[config.mk]
export PLATFORM = sky130hd
export DESIGN_NAME = mem_arbiter
export DESIGN_NICKNAME = d
export VERILOG_FILES = /design/src/rtl/mem_arb_pkg.sv /design/src/rtl/outstanding_ctr.sv /design/src/rtl/mem_arbiter.sv
export SDC_FILE = /design/constraint.sdc
export NUM_CORES = 1
export LEC_CHECK = 0
export BUFFER_PORTS_ARGS = -buffer_cell sky130_fd_sc_hd__buf_2
export CORE_AREA = 5 5 114 116
export CTS_BUF_LIST = sky130_fd_sc_hd__clkbuf_16
export DETAILED_ROUTE_END_ITERATION = 16
export DIE_AREA = 0 0 119 121
export MAX_ROUTING_LAYER = met4
export SLEW_MARGIN = 15
export SYNTH_ARGS = -nofsm -noshare
export SYNTH_HDL_FRONTEND = slang
export SYNTH_HIERARCHICAL = 1
export SYNTH_SLANG_ARGS = --single-unit
[constraint.sdc]
create_clock -name i_clk -period 3.4 [get_ports i_clk]
set_clock_uncertainty 0.1 [all_clocks]
set_input_delay 0.51 -clock i_clk [delete_from_list [all_inputs] [get_ports i_clk]]
set_output_delay 0.51 -clock i_clk [all_outputs]
set_load 0.1 [all_outputs]
[src/rtl/mem_arb_pkg.sv]
// Shared types for the two-port cache-to-memory arbiter.
// Latency: n/a (types and constants only).
// Backpressure: n/a.
package mem_arb_pkg;

  // Ownership state of the single external memory port
  typedef enum logic [1:0] {
    IDLE = 2'd0,
    OWN0 = 2'd1,
    OWN1 = 2'd2
  } arb_state_t;

  // Port identifiers as stored in the round-robin 'last' register
  localparam logic PORT0 = 1'b0;
  localparam logic PORT1 = 1'b1;

endpackage

[src/rtl/outstanding_ctr.sv]
// Outstanding-read counter: reads accepted by memory but not yet returned.
// Latency: registered count; full/zero/zero_nxt/underflow are combinational.
// Backpressure: full drops in a cycle that retires a read, so a slot freed by a return is reusable in that same cycle.
module outstanding_ctr #(
  parameter int  MAX_OUT = 4,
  localparam int CW      = $clog2(MAX_OUT + 1)
) (
  input  logic clk,
  input  logic rst_n,
  input  logic inc,
  input  logic dec,
  output logic full,
  output logic zero,
  output logic zero_nxt,
  output logic underflow
);

  logic [CW-1:0] cnt;
  logic [CW-1:0] cnt_nxt;
  logic          at_max;
  logic          do_inc;
  logic          do_dec;

  // A return with nothing outstanding is a protocol error and is not counted
  assign zero      = (cnt == '0);
  assign at_max    = (cnt == CW'(MAX_OUT));
  assign do_dec    = dec & ~zero;
  assign underflow = dec & zero;
  assign full      = at_max & ~do_dec;
  assign do_inc    = inc & ~full;

  // Net update: simultaneous accept and return leaves the count unchanged
  always_comb begin
    cnt_nxt = cnt;
    if (do_inc && !do_dec) begin
      cnt_nxt = cnt + 1'b1;
    end else if (do_dec && !do_inc) begin
      cnt_nxt = cnt - 1'b1;
    end
  end

  assign zero_nxt = (cnt_nxt == '0);

  // Count register; reset drops any in-flight reads
  always_ff @(posedge clk or negedge rst_n) begin
    if (!rst_n) begin
      cnt <= '0;
    end else begin
      cnt <= cnt_nxt;
    end
  end

endmodule

[src/rtl/mem_arbiter.sv]
// Two-port arbiter (icache = port 0, dcache = port 1) onto one word-granular memory port.
// Latency: one cycle from request in IDLE to grant; request and read-return paths are combinational once owned.
// Backpressure: owner sees memory ready, withheld while MAX_OUT reads are outstanding; non-owner sees ready = 0.
module mem_arbiter
  import mem_arb_pkg::*;
#(
  parameter int AW      = 32,
  parameter int DW      = 32,
  parameter int MAX_OUT = 4
) (
  input  logic          i_clk,
  input  logic          i_rst_n,
  input  logic [AW-1:0] i_p0_addr,
  input  logic          i_p0_ren,
  input  logic          i_p0_wen,
  input  logic [DW-1:0] i_p0_wdata,
  output logic          o_p0_ready,
  output logic [DW-1:0] o_p0_rdata,
  output logic          o_p0_valid,
  input  logic [AW-1:0] i_p1_addr,
  input  logic          i_p1_ren,
  input  logic          i_p1_wen,
  input  logic [DW-1:0] i_p1_wdata,
  output logic          o_p1_ready,
  output logic [DW-1:0] o_p1_rdata,
  output logic          o_p1_valid,
  output logic [AW-1:0] o_mem_addr,
  output logic          o_mem_ren,
  output logic          o_mem_wen,
  output logic [DW-1:0] o_mem_wdata,
  input  logic          i_mem_ready,
  input  logic [DW-1:0] i_mem_rdata,
  input  logic          i_mem_valid,
  output logic          o_err
);

  arb_state_t state;
  arb_state_t state_nxt;
  logic       last;
  logic       last_nxt;
  logic       req0;
  logic       req1;
  logic       full;
  logic       zero;
  logic       zero_nxt;
  logic       underflow;
  logic       rd_accept;
  logic       own_both;

  assign req0      = i_p0_ren | i_p0_wen;
  assign req1      = i_p1_ren | i_p1_wen;
  assign rd_accept = o_mem_ren & i_mem_ready;
  assign own_both  = ((state == OWN0) & i_p0_ren & i_p0_wen) |
                     ((state == OWN1) & i_p1_ren & i_p1_wen);

  outstanding_ctr #(
    .MAX_OUT (MAX_OUT)
  ) u_ctr (
    .clk       (i_clk),
    .rst_n     (i_rst_n),
    .inc       (rd_accept),
    .dec       (i_mem_valid),
    .full      (full),
    .zero      (zero),
    .zero_nxt  (zero_nxt),
    .underflow (underflow)
  );

  // Steer the owner's request to memory and route read returns back to the owner only
  always_comb begin
    o_mem_addr  = '0;
    o_mem_wdata = '0;
    o_mem_ren   = 1'b0;
    o_mem_wen   = 1'b0;
    o_p0_ready  = 1'b0;
    o_p1_ready  = 1'b0;
    o_p0_valid  = 1'b0;
    o_p1_valid  = 1'b0;
    o_p0_rdata  = '0;
    o_p1_rdata  = '0;
    case (state)
      OWN0: begin
        o_mem_addr  = i_p0_addr;
        o_mem_wdata = i_p0_wdata;
        o_mem_ren   = i_p0_ren & ~full;
        o_mem_wen   = i_p0_wen;
        o_p0_ready  = i_mem_ready & ~(i_p0_ren & full);
        o_p0_valid  = i_mem_valid & ~zero;
        o_p0_rdata  = i_mem_rdata;
      end
      OWN1: begin
        o_mem_addr  = i_p1_addr;
        o_mem_wdata = i_p1_wdata;
        o_mem_ren   = i_p1_ren & ~full;
        o_mem_wen   = i_p1_wen;
        o_p1_ready  = i_mem_ready & ~(i_p1_ren & full);
        o_p1_valid  = i_mem_valid & ~zero;
        o_p1_rdata  = i_mem_rdata;
      end
      default: ;
    endcase
  end

  // Grant selection: round-robin on ties, hold until the owner is idle with no reads in flight
  always_comb begin
    state_nxt = state;
    last_nxt  = last;
    case (state)
      IDLE: begin
        if (req0 && (!req1 || last == PORT1)) begin
          state_nxt = OWN0;
          last_nxt  = PORT0;
        end else if (req1) begin
          state_nxt = OWN1;
          last_nxt  = PORT1;
        end
      end
      OWN0: begin
        if (!i_p0_ren && !i_p0_wen && zero_nxt) begin
          if (req1) begin
            state_nxt = OWN1;
            last_nxt  = PORT1;
          end else begin
            state_nxt = IDLE;
          end
        end
      end
      OWN1: begin
        if (!i_p1_ren && !i_p1_wen && zero_nxt) begin
          if (req0) begin
            state_nxt = OWN0;
            last_nxt  = PORT0;
          end else begin
            state_nxt = IDLE;
          end
        end
      end
      default: state_nxt = IDLE;
    endcase
  end

  // State, round-robin pointer and sticky protocol-error flag
  always_ff @(posedge i_clk or negedge i_rst_n) begin
    if (!i_rst_n) begin
      state <= IDLE;
      last  <= PORT1;
      o_err <= 1'b0;
    end else begin
      state <= state_nxt;
      last  <= last_nxt;
      o_err <= o_err | underflow | own_both;
    end
  end

endmodule

==> impl_metrics.json, run 1 <==
{
  "crit_path_start": "u_ctr/cnt[0]",
  "fin_crit_ns": 3.220,
  "dieArea_mm2": 0.01440,
  "arrival_ns": 3.23,
  "syn-num-nets": 409,
  "first_iter_violations": 93,
  "grt_max_degree": 40,
  "die_x_um": 119,
  "ios": 303,
  "crit_path_end_kind": "flip-flop",
  "met1_length_um": 4561,
  "final_cell_mix": "buf_2 (243), a22o_1 (64), and2_1 (64)",
  "max_freq_mhz": 310.6,
  "grt_pass1_wl_um": 16830,
  "core_area_mm2": 0.01181,
  "cp_cell_sequence": "inv_2, ha_2, nand2_1, nor2_4, nor3b_4, and2_4, and2b_1, nand2_1, nand4_1, a21oi_2, or3b_1, a22o_1, a31o_1, mux2_4",
  "clkTransAtPathRegs_ns": 0.04,
  "holdCritPathClass": "in2async",
  "critPathKind": "reg2reg",
  "wirelength_um": 11860,
  "max-clock-path-buffers": 2,
  "setup_ws_ns": 0.1802,
  "cts_buffers": 3,
  "ys.flop_type": "dfrtp_1",
  "track_usage_pct": 15.28,
  "die_y_um": 121,
  "grt-ovfl-total": 0,
  "fin_crit_sh_pct": 94.70,
  "cts.sinks": 7,
  "nets": 704,
  "antenna_found_initial": 3,
  "antenna_left": 0,
  "path_common_cell": "nand2_1",
  "grt_pass1_vias": 2941,
  "worstSkewPairLatency_ns": 0.23,
  "synth_cell_types": 38,
  "instances_no_fill": 677,
  "clockRootBuffer": "clkbuf_16",
  "viasPerCell": 4.430,
  "syn_inst": 233,
  "max-slew-margin-rel_pct": 62.48,
  "h-tree-depth": 1,
  "drt_pass1_iterations": 4,
  "cts_tree": "built",
  "postCtsSetupBuffers": 0,
  "wl_met2_um": 5826,
  "rsz0062_at_grt": "no",
  "rows": 40,
  "start_util_pct": 15.03,
  "cts_resized": 0,
  "drive_gt1_share_pct": 63.95,
  "cpPeakStageDelay_ns": 0.37,
  "post-dp-hpwl_um": 10710,
  "ctsHoldBuffers": 0,
  "dr_total_vias": 2999,
  "ys_ff_latch": 7,
  "wl_per_cell_um": 17.52,
  "r2r-start": "u_ctr/cnt[0]",
  "portBuffers": 302,
  "synth_edf_count": 0,
  "synth-seq-area-share_pct": 9.937,
  "top_layer": "met4",
  "slowest_stage": "dfrtp_1",
  "async_flop_share_pct": 100.0,
  "final_common_cell": "buf_2",
  "wl_met3_um": 1200,
  "drcViolationCount": 0,
  "dp.cells": 670,
  "required_ns": 3.41,
  "cp_max_fo": 7,
  "crit_path_start_kind": "flip-flop",
  "slew_viol_final": 0,
  "syn-cell-area_mm2": 0.001775,
  "dpl_cell_area_mm2": 0.004398,
  "ys_warn_count": 6,
  "finalHoldViolCount": 0,
  "syn_area_per_cell_um2": 7.620,
  "finalInstanceArea_mm2": 0.004496,
  "cap_viol_max_count": 0,
  "outcome": "completed",
  "setup_viol": 0,
  "gp_congestion": 0.9016,
  "place_ws_ns": 0.1917,
  "worst_pin_slew_ns": 0.5627,
  "synthToLayoutAreaGrowth_pct": 153.2,
  "holdWs_ns": 0.01775
}
==> final cells by class <==
cell class              count  area (um^2)
inverters                   7        26.28
fillers                  1219         7316
repair buffers            312         2472
well taps                 147        183.9
diodes                      3        7.507
clock inverters             1        3.754
clock buffers               3        75.07
flip-flops and latches      7        177.7
multi-input cells         197         1549
==> through the flow <==
step                      util [%]  TNS (ns)
after CTS                    37.90         0
final                        38.06         0
after floorplan                  -   -0.6411
after detailed placement     37.24         0
after global placement       37.24         0
after global routing         38.06         0
==> path summary, 6_finish.rpt <==
kind / end / depth (start not counted) / slack, ns
max: state[1] / 14 / 0.18
min: o_err / 1 / 0.02
max reg2reg: state[1] / 14 / 0.18
min reg2reg: o_err / 2 / 0.40
max in group asynchronous: last / 1 / 2.93
min in group i_clk: o_err / 2 / 0.40
==> flip-flops by register name (all words and copies together) (netlist names) <==
register	cells
u_ctr/cnt	3
last	1
state	2
o_err	1
==> kinds of logic after synthesis <==
kind of cell,after synthesis,synth area share [%]
multiplexers,4,2.537
XOR/XNOR,1,0.4934
buffers and inverters,29,6.130
AND/OR/NAND/NOR,101,36.01
AO/OA/AOI/OAI,83,39.25
flip-flops,7,9.937
adder cells (fa/ha/maj),8,5.638
==> synth_stat cells (2+ instances only) <==
library cell / number / area share (%)
a21oi_1: 5 / 1.4
a22o_1: 64 / 32
a22oi_1: 2 / 0.85
and2_1: 67 / 24
and3b_1: 2 / 0.99
buf_1: 4 / 0.85
clkbuf_1: 18 / 3.8
dfrtp_1: 6 / 8.5
ha_1: 8 / 5.6
inv_1: 6 / 1.3
mux2i_1: 3 / 1.7
nand2_1: 8 / 1.7
nand3_1: 4 / 1.1
nand3b_1: 2 / 0.85
nor2_1: 4 / 0.85
nor2b_1: 4 / 1.4
nor3b_1: 2 / 0.85
o211ai_1: 2 / 0.85
o21ai_0: 2 / 0.56
or3b_1: 2 / 0.99
==> critical path: cells and delay by family (launching register included) <==
kind | cells | cell delay [ns]
and+or+nand+nor | 8 | 1.32
adders and majority gates | 1 | 0.23
muxes | 1 | 0.30
AOI/OAI and AO/OA | 3 | 0.67
DFF | 1 | 0.37
buffers and inverters | 1 | 0.09
==> per-layer routing <==
metal,track usage (%),vias to the layer above
met4,3.838,0
met5,-,-
met1,17.06,1312
met3,3.963,12
met2,27.20,216
li1,-,1459
Power of run 1 is not shown: default switching activity piles up to over one toggle a cycle in this logic, so the estimate is an artifact.
==> run 2: changes to the inputs <==
- CORE_AREA: 5 5 114 116 -> 5 5 115 117
- DIE_AREA: 0 0 119 121 -> 0 0 120 122
- SYNTH_HIERARCHICAL: 1 -> not set
==> run 2 against run 1 <==
Against the previous run: flip-flop and latch count stayed put; hold slack got worse by 0.015 ns; maximum frequency up 11%; first-iteration DRC count up 150%; die area grew 1.7%; routed wire length increased by 5.2%; synthesized area rose by 6.5%; utilization fell by 0.60 points; non-clock buffer count decreased by 6; critical path type is now reg2out; critical endpoint is now o_mem_wdata[17].
==> impl_metrics.json, run 2 <==
{
  "required_ns": 2.79,
  "h-tree-depth": 1,
  "ys_ff_latch": 7,
  "clkTransAtPathRegs_ns": 0.04,
  "syn-num-nets": 425,
  "busiest_layer": "met2",
  "ys_warn_count": 0,
  "critPathKind": "reg2out",
  "syn-cell-area_mm2": 0.001891,
  "cts.sinks": 7,
  "synthToLayoutAreaGrowth_pct": 143.0,
  "clockRootBuffer": "clkbuf_16",
  "track_usage_pct": 15.64,
  "post-synth-top-count-cell": "and2_1",
  "synth_edf_count": 0,
  "max_freq_mhz": 345.7,
  "synth_mux_area_share_pct": 4.567,
  "final_cell_mix": "buf_2 (238), buf_12 (66), and2_1 (65)",
  "synthAdderAreaFrac_pct": 4.633,
  "grt_max_degree": 65,
  "endpoint": "o_mem_wdata[17]",
  "fin_crit_sh_pct": 85.08,
  "finalHoldViolCount": 0,
  "gp_congestion": 0.8781,
  "async_flop_share_pct": 100.0,
  "num-fill-cells": 1244,
  "gr-usage-met3_pct": 2.368,
  "outcome": "completed",
  "nets": 711,
  "first_iter_violations": 231,
  "wl_per_cell_um": 18.21,
  "drt_pass1_iterations": 4,
  "drive_gt1_share_pct": 60.00,
  "antenna_left": 0,
  "crit_path_end_kind": "output port",
  "portBuffers": 302,
  "reg2reg_depth": 8,
  "fin_crit_ns": 2.893,
  "use_met1_pct": 21.57,
  "rsz0062_at_grt": "no",
  "start_util_pct": 15.42,
  "worstSkewPairLatency_ns": 0.23,
  "ys.flop_type": "dfrtp_1",
  "die_x_um": 120,
  "post-dp-hpwl_um": 10560,
  "ys_top_cells_by_area": "a22o_1 (30%), and2_1 (22%), dfrtp_1 (7.9%)",
  "syn_inst": 250,
  "largest_reg_flops": 3,
  "max-slew-margin-rel_pct": 67.01,
  "postCtsSetupBuffers": 0,
  "synth_top_cell_area_share_pct": 29.65,
  "cts_tree": "built",
  "r2r-start": "state[0]",
  "worst_pin_slew_ns": 0.4982,
  "grt-ovfl-total": 0,
  "dieArea_mm2": 0.01464,
  "viasPerCell": 4.507,
  "cts_resized": 0,
  "final_common_cell": "buf_2",
  "top_regs": "u_ctr.cnt x3, state x2",
  "regToRegEndpoint": "state[0]",
  "r2r_slack_ns": 0.84,
  "synthXorXnorAreaFrac_pct": 0.9265,
  "rows": 41,
  "synth_compound_area_share_pct": 41.23,
  "drcViolationCount": 0,
  "yosys.area.top_type": "a22o_1",
  "ctsHoldBuffers": 0,
  "synth-seq-area-share_pct": 9.332,
  "crit_path_start": "state[1]",
  "core_area_mm2": 0.01226,
  "place_ws_ns": 0.7776,
  "max-clock-path-buffers": 2,
  "setup_tns_ns": 0,
  "cap_viol_max_count": 0,
  "ios": 303,
  "slew_viol_final": 0,
  "die_y_um": 122,
  "antenna_found_initial": 0,
  "crit_path_start_kind": "flip-flop",
  "regMostFlops": "u_ctr.cnt",
  "num_antenna_cells": 0,
  "grt_pass1_vias": 3002,
  "arrival_ns": 2.28,
  "holdCritPathClass": "in2async",
  "synth_common_cells": "and2_1 (67), a22o_1 (64), clkbuf_1 (17)",
  "synth_top_family_by_area": "compound AO/OA/AOI/OAI gates",
  "synth_cell_types": 44,
  "dr_total_vias": 3087,
  "setup_ws_ns": 0.5071,
  "wirelength_um": 12480,
  "yosys.area_share.simple_pct": 32.89,
  "grt_pass1_wl_um": 17560,
  "cts_buffers": 3,
  "setup_viol": 0,
  "cp_max_fo": 47,
  "syn_area_per_cell_um2": 7.562,
  "use_met2_pct": 24.06
}
[run 2: critical path, cell delays in order (launching register included)]
cell and delay (ns):
dfrtp_1 0.41, inv_1 0.09, ha_1 0.37, and2_2 0.41, buf_12 0.27, a22o_1 0.26, buf_12 0.19
[run 2: worst min-delay path by stage]
| stage | cells past startpoint | startpoint | endpoint |
|---|---|---|---|
| after floorplan | 0 | i_rst_n | o_err |
| after global placement | 1 | i_rst_n | u_ctr.cnt[2] |
| after detailed placement | 1 | i_rst_n | u_ctr.cnt[2] |
| after CTS | 1 | i_rst_n | state[0] |
| after global routing | 1 | i_rst_n | state[1] |
| final | 1 | i_rst_n | state[0] |
[run 2: cell type report]
class	instances	area (um^2)	area share, %
timing repair buffer	306	2527	55.03
multi-input combinational	212	1600	34.84
clock buffer	3	75.07	1.634
inverter	6	22.52	0.4903
tap	150	187.7	4.086
clock inverter	1	3.754	0.08172
sequential	7	176.4	3.841
[run 2: kinds of logic after synthesis]
kind of cell,after synthesis
AND/OR/NAND/NOR,102
AO/OA/AOI/OAI,93
buffers and inverters,31
multiplexers,8
adder cells (fa/ha/maj),7
flip-flops,7
XOR/XNOR,2
[run 2: metrics by stage]
step	cells	utilization, %	area, um^2	hold slack (ns)
after detailed placement	681	36.82	4514	0.2512
after global placement	681	36.82	4514	0.2500
after global routing	685	37.46	4593	0.01667
after floorplan	250	-	1896	0.1144
after CTS	685	37.46	4593	0.004596
final	685	37.46	4593	0.002409
[run 2: per-layer routing]
metal	part of all wire [%]	wire length, um
met1	43	5398
met2	46	5748
met3	9.0	1125
met4	1.6	204
met5	0	0
Power of run 2 is left out for the same reason.
==> run 3: changes to the inputs <==
- RECOVER_POWER: not set -> 50
==> run 3 against run 2 <==
Against the previous run: routed wire length decreased by 0.42%; utilization shrank 0.76 points; flip-flop and latch count stayed put; hold slack better by 0.061 ns; critical path depth increased by 2; first-iteration DRC count shrank 3.5%; via count fell by 0.29%; sequential share of layout area increased by 0.079 points; worst setup slack got worse by 0.089 ns; register-to-register slack lost 0.42 ns; die area unchanged; highest routed layer unchanged.
==> impl_metrics.json, run 3 (synthesized netlist as in run 2, its figures left out) <==
{
  "h-tree-depth": 1,
  "crit_path_end_kind": "flip-flop",
  "regMostFlops": "u_ctr.cnt",
  "drcViolationCount": 0,
  "holdCritPathClass": "in2async",
  "ios": 303,
  "final_common_cell": "buf_2",
  "viasPerCell": 4.493,
  "cts_tree": "built",
  "clkTransAtPathRegs_ns": 0.04,
  "gp_congestion": 0.8781,
  "grt_pass1_wl_um": 17560,
  "max_freq_mhz": 335.3,
  "slew_viol_final": 0,
  "cts.sinks": 7,
  "cp_max_fo": 44,
  "clockRootBuffer": "clkbuf_16",
  "antenna_found_initial": 0,
  "antenna_left": 0,
  "fin_crit_sh_pct": 87.71,
  "setup_viol": 0,
  "required_ns": 3.45,
  "track_usage_pct": 15.64,
  "r2r-start": "state[0]",
  "wirelength_um": 12430,
  "max-slew-margin-rel_pct": 21.14,
  "worst_pin_slew_ns": 1.188,
  "post-dp-hpwl_um": 10560,
  "dr_total_vias": 3078,
  "arrival_ns": 3.04,
  "largest_reg_flops": 3,
  "wl_per_cell_um": 18.14,
  "portBuffers": 302,
  "die_x_um": 120,
  "max-clock-path-buffers": 2,
  "rows": 41,
  "setup_tns_ns": 0,
  "drive_gt1_share_pct": 47.66,
  "finalHoldViolCount": 0,
  "num_antenna_cells": 0,
  "grt-ovfl-total": 0,
  "cts_resized": 0,
  "cap_viol_max_count": 0,
  "die_y_um": 122,
  "worstSkewPairLatency_ns": 0.23,
  "first_iter_violations": 223,
  "core_area_mm2": 0.01226,
  "synthToLayoutAreaGrowth_pct": 138.1,
  "outcome": "completed",
  "grt_pass1_vias": 3002,
  "nets": 711,
  "rsz0062_at_grt": "no",
  "drt_pass1_iterations": 5,
  "start_util_pct": 15.42,
  "dieArea_mm2": 0.01464,
  "grt_max_degree": 65,
  "fin_crit_ns": 2.982,
  "crit_path_start": "state[0]",
  "final_cell_mix": "buf_2 (173), buf_12 (66), and2_1 (65), clkbuf_1 (65), a22o_1 (64)",
  "top_regs": "u_ctr.cnt x3, state x2",
  "ctsHoldBuffers": 0,
  "postCtsSetupBuffers": 0,
  "crit_path_start_kind": "flip-flop",
  "cts_buffers": 3,
  "critPathKind": "reg2reg"
}
-- run 3: worst max-delay path, cell delays in order (launching register included) --
cell and delay, ns:
dfrtp_1 0.41, inv_1 0.08, ha_1 0.21, buf_4 0.24
mux2i_2 0.21, nor3_1 0.81, o211ai_4 0.16, a221oi_4 0.43
mux2i_1 0.23
-- run 3: worst paths after layout --
| path | slack (ns) | cells past startpoint | endpoint |
|---|---|---|---|
| max | 0.42 | 8 | state[0] |
| min | 0.06 | 1 | state[0] |
| max reg2reg | 0.42 | 8 | state[0] |
| min reg2reg | 0.45 | 2 | o_err |
| max in group asynchronous | 2.83 | 1 | last |
| min in group i_clk | 0.45 | 2 | o_err |
-- run 3: per-layer routing --
layer	part of all wire [%]	vias up	wire length, um	track usage [%]
met5	0	-	0	-
met4	1.6	0	201	3.794
met3	8.4	13	1048	2.368
met2	46	213	5738	24.06
met1	44	1353	5436	21.57
li1	-	1499	-	-
-- run 3: through the flow --
| step | setup slack (ns) | hold WS, ns | utilization (%) | area (um^2) | std cells |
|---|---|---|---|---|---|
| floorplan | 0.04897 | 0.1144 | - | 1896 | 250 |
| global placement | 0.8168 | 0.2500 | 36.82 | 4514 | 681 |
| detailed placement | 0.7776 | 0.2512 | 36.82 | 4514 | 681 |
| CTS | 0.5109 | 0.004596 | 37.46 | 4593 | 685 |
| global route | 0.2266 | 0.1025 | 36.71 | 4501 | 685 |
| finish | 0.4180 | 0.06358 | 36.71 | 4501 | 685 |
-- run 3: layout make-up --
class	count	area, um^2
inverters	6	22.52
clock inverters	1	3.754
fillers	1275	7760
well taps	150	187.7
flip-flops and latches	7	176.4
clock buffers	3	75.07
multi-input cells	212	1589
repair buffers	306	2446
Power of run 3 is left out for the same reason.
